[src/rtl/sr_ff_bank.sv]
// Bank of WIDTH independent clocked SR flip-flops with selectable S=R=1
// resolution, per-channel conflict flags, and sticky/counted conflict statistics.
module sr_ff_bank #(
  parameter int unsigned       WIDTH         = 8,
  parameter int unsigned       CONFLICT_MODE = 0,
  parameter logic [WIDTH-1:0]  RESET_VALUE   = '0,
  parameter int unsigned       CNT_W         = 8
) (
  input  logic             clk,
  input  logic             rst_n,
  input  logic             EN,
  input  logic [WIDTH-1:0] S,
  input  logic [WIDTH-1:0] R,
  input  logic             CLR_ERR,
  output logic [WIDTH-1:0] Q,
  output logic [WIDTH-1:0] Q_not,
  output logic [WIDTH-1:0] CONFLICT,
  output logic             ERR_STICKY,
  output logic [CNT_W-1:0] ERR_CNT
);

  localparam logic [CNT_W-1:0] CNT_MAX = '1;

  // Conflict resolution decoded once; modes above 3 fall back to hold.
  localparam bit MODE_SET    = (CONFLICT_MODE == 32'd1);
  localparam bit MODE_RESET  = (CONFLICT_MODE == 32'd2);
  localparam bit MODE_TOGGLE = (CONFLICT_MODE == 32'd3);

  logic [WIDTH-1:0] q_q, q_d;
  logic [WIDTH-1:0] conflict_q, conflict_d;
  logic             sticky_q, sticky_d;
  logic [CNT_W-1:0] cnt_q, cnt_d;
  logic [WIDTH-1:0] both_c;
  logic             event_c;

  // Next-state: per-channel SR update, conflict flags and error statistics.
  always_comb begin
    q_d        = q_q;
    conflict_d = '0;
    sticky_d   = sticky_q;
    cnt_d      = cnt_q;
    both_c     = S & R;
    event_c    = EN & (|both_c);

    if (EN) begin
      conflict_d = both_c;
      for (int unsigned i = 0; i < WIDTH; i++) begin
        case ({S[i], R[i]})
          2'b10: q_d[i] = 1'b1;
          2'b01: q_d[i] = 1'b0;
          2'b11: begin
            if (MODE_SET)         q_d[i] = 1'b1;
            else if (MODE_RESET)  q_d[i] = 1'b0;
            else if (MODE_TOGGLE) q_d[i] = ~q_q[i];
            else                  q_d[i] = q_q[i];
          end
          default: q_d[i] = q_q[i];
        endcase
      end
    end

    // Clear wins over a same-edge conflict event.
    if (CLR_ERR) begin
      sticky_d = 1'b0;
      cnt_d    = '0;
    end else if (event_c) begin
      sticky_d = 1'b1;
      if (cnt_q != CNT_MAX) cnt_d = cnt_q + CNT_W'(1);
    end
  end

  // State registers with asynchronous reset.
  always_ff @(posedge clk or negedge rst_n) begin
    if (!rst_n) begin
      q_q        <= RESET_VALUE;
      conflict_q <= '0;
      sticky_q   <= 1'b0;
      cnt_q      <= '0;
    end else begin
      q_q        <= q_d;
      conflict_q <= conflict_d;
      sticky_q   <= sticky_d;
      cnt_q      <= cnt_d;
    end
  end

  assign Q          = q_q;
  assign Q_not      = ~q_q;
  assign CONFLICT   = conflict_q;
  assign ERR_STICKY = sticky_q;
  assign ERR_CNT    = cnt_q;

endmodule
[config.mk]
export PLATFORM = sky130hd
export DESIGN_NAME = sr_ff_bank
export DESIGN_NICKNAME = d
export VERILOG_FILES = /design/src/rtl/sr_ff_bank.sv
export SDC_FILE = /design/constraint.sdc
export NUM_CORES = 1
export LEC_CHECK = 0
export ABC_AREA = 1
export CAP_MARGIN = 10
export CORE_MARGIN = 2
export CORE_UTILIZATION = 62
export DETAILED_ROUTE_END_ITERATION = 10
export DONT_BUFFER_PORTS = 1
export PLACE_DENSITY = 0.77
export SLEW_MARGIN = 0
export SYNTH_ARGS = -nofsm -noshare
export SYNTH_HDL_FRONTEND = slang
export SYNTH_SLANG_ARGS = --single-unit
[constraint.sdc]
create_clock -name clk -period 1.6 [get_ports clk]
set_input_delay 0.4 -clock clk [delete_from_list [all_inputs] [get_ports clk]]
set_output_delay 0.4 -clock clk [all_outputs]
set_load 0.01 [all_outputs]
==> summary.txt <==
Timing
  • Post-Route Setup TNS: 0 ps
  • Least-Margin Pin Slew: 278 ps
  • Smallest hold slack: 130 ps
  • Final critical-path share of the clock period: 84.7%
  • Final hold viol count: 0
  • Fmax achieved: between 700 and 800 MHz
  • Time the final worst path needs with I/O delays and setup: between 1000 and 1500 ps
  • Number of endpoints failing setup at the final stage: 0
  • Final max-slew violation count: 0
  • Worst slew margin relative to its limit: about four fifths
  • Max Clock Skew: 7.54 ps
  • RSZ-0062 raised after global routing: false

Worst hold path
  • Path category of the worst min-delay check: in -> reg
  • Hold Path End: ERR_STICKY
  • Number of instances on the worst hold path: 1
  • Hold_sp: CLR_ERR

Synthesis
  • Post-synthesis cell type count: 20
  • Net count after synthesis: about 230
  • Post-Synthesis Cell Area: around 0.0015 mm2
  • YS warnings: 0
  • Share of synthesized area occupied by flip-flops and latches: about two fifths
  • Mean cell area of the mapped netlist: ~8.1 um2
  • Instance count of the mapped netlist: about 190
  • Number of synthesized register bits: 25

Setup path
  • Count of cells along the worst register-to-register path: 8
  • Critical register-to-register path startpoint: ERR_CNT[1]
  • Crit path launch type: flip-flop
  • Worst Setup End Kind: flip-flop
  • Data arrival, critical path: 1570 ps
  • Critical setup path kind: reg -> reg
  • Register-to-register setup slack: 240 ps
  • End of the worst register-to-register path: ERR_CNT[5]
  • Largest fanout on the critical path: 9
  • Req. time, crit path: approximately 1800 ps

Floorplanning
  • Core Area: 0.00241 mm2
  • Floorplan die area: a little under 0.003 mm2
  • Number of top-level pins: 53
  • Initial standard-cell utilization of the core: a little under two thirds
  • Die Wd: 53.7 um
  • Die height: approximately 54 um
  • Rows: 18

Clock tree
  • Total of hold buffers inserted after clock tree synthesis: 2
  • CTS clock-pin slew for the worst setup and hold paths: around 130 ps
  • CTS tree: built
  • Clock insertion delay at the later pin of the skew report: about 310 ps
  • Maximum level of the CTS H-tree: 1
  • Post-CTS Repair Setup Buffers: 0
  • Clk sinks: 25
  • Cts repair resizes: 0
  • Max Root-Sink Buffers: 2
  • Number of clock buffers inserted by TritonCTS: 3
  • Clock tree root buffer cell: sky130_fd_sc_hd__clkbuf_4

Placed design
  • Buffers on Ports: 0
  • Post-DP HPWL: 2.16 mm
  • GP Congestion: between 0.7 and 0.8

Cells and area
  • Core utilization of the finished layout: about two thirds
  • Sequential cell area: between 600 and 700 um2
  • Area of the multi-input gates: about 700 um2
  • Fillers: ~200
  • Number of nets in the layout: ~230
  • Layout overhead on the synthesized area: 5.06%
  • Fraction of layout cells with a size suffix above 1: just over 10%
  • Ant diodes: 0

Power
  • Internal power consumption: about 0.86 mW
  • Clock share of power: around 22%
  • VDD IR max: between 0.5 and 0.6 mV
  • Overall Power: about 1.2 mW
  • Switching Power: approximately 0.38 mW
  • Net switching fraction of the power: slightly above 30%
  • Combinational cell fraction of total power: between 10% and 20%
  • Total power per unit cell area: between 700 and 800 mW/mm2
  • Power share of the sequential group: 59.9%
  • Cell leakage power: between 0.9 and 1 nW

Route
  • Number of nets still failing antenna checks after routing: 0
  • Average via count per standard cell: about 5.2
  • Routed wirelength normalized by instance count: roughly 12 um
  • Number of design rule violations left after detail routing: 0
  • Total wire length: about 2.7 mm
  • Initial detailed-routing violation count: 23
  • Number of vias in the routed layout: roughly 1200
  • Total iterations of the first detailed-routing run: 4

Global routing
  • Initial antenna violation count: 0
  • Number of global-route vias before repair: roughly 1100
  • Largest net degree at the start of global routing: 27
  • Overall track demand over capacity in global routing: roughly 21%
  • First-pass GRT wire length: ~4.3 mm
  • Grt ovf: 0

Job
  • Max-cap check violation count: 0

Status
  • Outcome: finished, final reports clean
worst max path at each step:
stage | from | endpoint | slack [ps] | depth (start not counted)
6_report | ERR_CNT[1] | ERR_CNT[5] | 240 | 8
5_1_grt | ERR_CNT[0] | ERR_CNT[5] | 170 | 8
4_1_cts | ERR_CNT[1] | ERR_CNT[6] | 270 | 8
3_5_place_dp | R[0] | ERR_CNT[0] | 220 | 9
3_3_place_gp | R[0] | ERR_CNT[0] | 260 | 9
2_1_floorplan | ERR_CNT[0] | ERR_CNT[5] | 290 | 8
sequential cells by signal, indices dropped and copies added (netlist names):
name        flops
CONFLICT        8
Q               8
ERR_STICKY      1
ERR_CNT         8
synthesized netlist by cell type:
cell | number | share of area [%]
sky130_fd_sc_hd__nand3_4 | 1 | 1.1
sky130_fd_sc_hd__nand2_2 | 3 | 1.2
sky130_fd_sc_hd__buf_2 | 1 | 0.33
sky130_fd_sc_hd__clkbuf_1 | 1 | 0.24
sky130_fd_sc_hd__nor2_1 | 8 | 2.0
sky130_fd_sc_hd__buf_6 | 2 | 1.5
sky130_fd_sc_hd__dfrtp_1 | 25 | 41
sky130_fd_sc_hd__nand2_4 | 2 | 1.5
sky130_fd_sc_hd__a21oi_1 | 11 | 3.6
sky130_fd_sc_hd__ha_1 | 17 | 14
sky130_fd_sc_hd__inv_2 | 2 | 0.49
sky130_fd_sc_hd__nor3_1 | 1 | 0.33
sky130_fd_sc_hd__nor2_4 | 4 | 2.9
sky130_fd_sc_hd__nand3_1 | 11 | 3.6
sky130_fd_sc_hd__a31oi_1 | 8 | 3.3
sky130_fd_sc_hd__o21ai_0 | 1 | 0.33
sky130_fd_sc_hd__nor2_2 | 2 | 0.82
sky130_fd_sc_hd__nand2_1 | 41 | 10
sky130_fd_sc_hd__xnor2_1 | 1 | 0.57
sky130_fd_sc_hd__inv_1 | 47 | 12
area by class of cell:
class,instances,share of cell area [%]
inverters,49,11.4
flip-flops and latches,25,38.9
repair buffers,4,2.80
multi-input cells,111,43.0
clock buffers,4,1.63
well taps,30,2.33
power by group through the flow:
stage               clock network [mW]  logic, mW  registers, mW
floorplan                            0      0.170          0.755
global placement                     0      0.196          0.754
detailed placement                   0      0.205          0.756
CTS                              0.283      0.226          0.744
global route                     0.307      0.261          0.752
finish                           0.274      0.223          0.743
critical path: stages, from the launching register on:
cell,delay (ps)
sky130_fd_sc_hd__dfrtp_1,380
sky130_fd_sc_hd__ha_1,190
sky130_fd_sc_hd__nand2_2,100
sky130_fd_sc_hd__nor2_4,130
sky130_fd_sc_hd__nand2_2,80
sky130_fd_sc_hd__nand3_4,140
sky130_fd_sc_hd__nand2_4,100
sky130_fd_sc_hd__nand2_1,90
sky130_fd_sc_hd__nand2_1,50
per-layer routing:
| metal | share of wire [%] | routed length [um] | vias up | GRT usage (%) |
|---|---|---|---|---|
| met1 | 40 | 1110 | 539 | 23.1 |
| met3 | 7.5 | 205 | 5 | 5.00 |
| li1 | - | - | 580 | - |
| met4 | 1.2 | 32 | 0 | 7.69 |
| met2 | 51 | 1400 | 46 | 37.2 |
| met5 | 0 | 0 | - | 0 |
layout by cell type, fill, tap and decap left out:
master | Yosys | final
sky130_fd_sc_hd__nor3_1 | 1 | 1
sky130_fd_sc_hd__nand2_2 | 3 | 3
sky130_fd_sc_hd__nand2_1 | 41 | 41
sky130_fd_sc_hd__clkbuf_4 | 0 | 3
sky130_fd_sc_hd__xnor2_1 | 1 | 1
sky130_fd_sc_hd__dfrtp_1 | 25 | 25
sky130_fd_sc_hd__buf_12 | 0 | 1
sky130_fd_sc_hd__nand3_4 | 1 | 1
sky130_fd_sc_hd__inv_1 | 47 | 47
sky130_fd_sc_hd__nor2_4 | 4 | 4
sky130_fd_sc_hd__nand2_4 | 2 | 2
sky130_fd_sc_hd__a31oi_1 | 8 | 8
sky130_fd_sc_hd__nor2_2 | 2 | 2
sky130_fd_sc_hd__ha_1 | 17 | 17
sky130_fd_sc_hd__nor2_1 | 8 | 8
sky130_fd_sc_hd__buf_4 | 0 | 2
sky130_fd_sc_hd__a21oi_1 | 11 | 11
sky130_fd_sc_hd__clkbuf_1 | 1 | 1
sky130_fd_sc_hd__nand3_1 | 11 | 11
sky130_fd_sc_hd__inv_2 | 2 | 2
sky130_fd_sc_hd__dlygate4sd3_1 | 0 | 1
sky130_fd_sc_hd__o21ai_0 | 1 | 1
through the flow:
step                      area (um2)  std cells  worst slack, ps
final                           1610        223              245
after global routing            1610        223              170
after CTS                       1610        223              270
after detailed placement        1550        217              219
after global placement          1550        217              264
after floorplan                 1530        189              286
cell families (layout without fill, tap and decap cells):
group                    after synthesis  in the layout  synth area share (%)
XOR/XNOR                               1              1                 0.572
buffers and inverters                 53             57                  14.0
adder cells (fa/ha/maj)               17             17                  13.9
flip-flops                            25             25                  40.8
AND/OR/NAND/NOR                       73             73                  23.5
AO/OA/AOI/OAI                         20             20                  7.18
(Power assumes the default switching activity.)
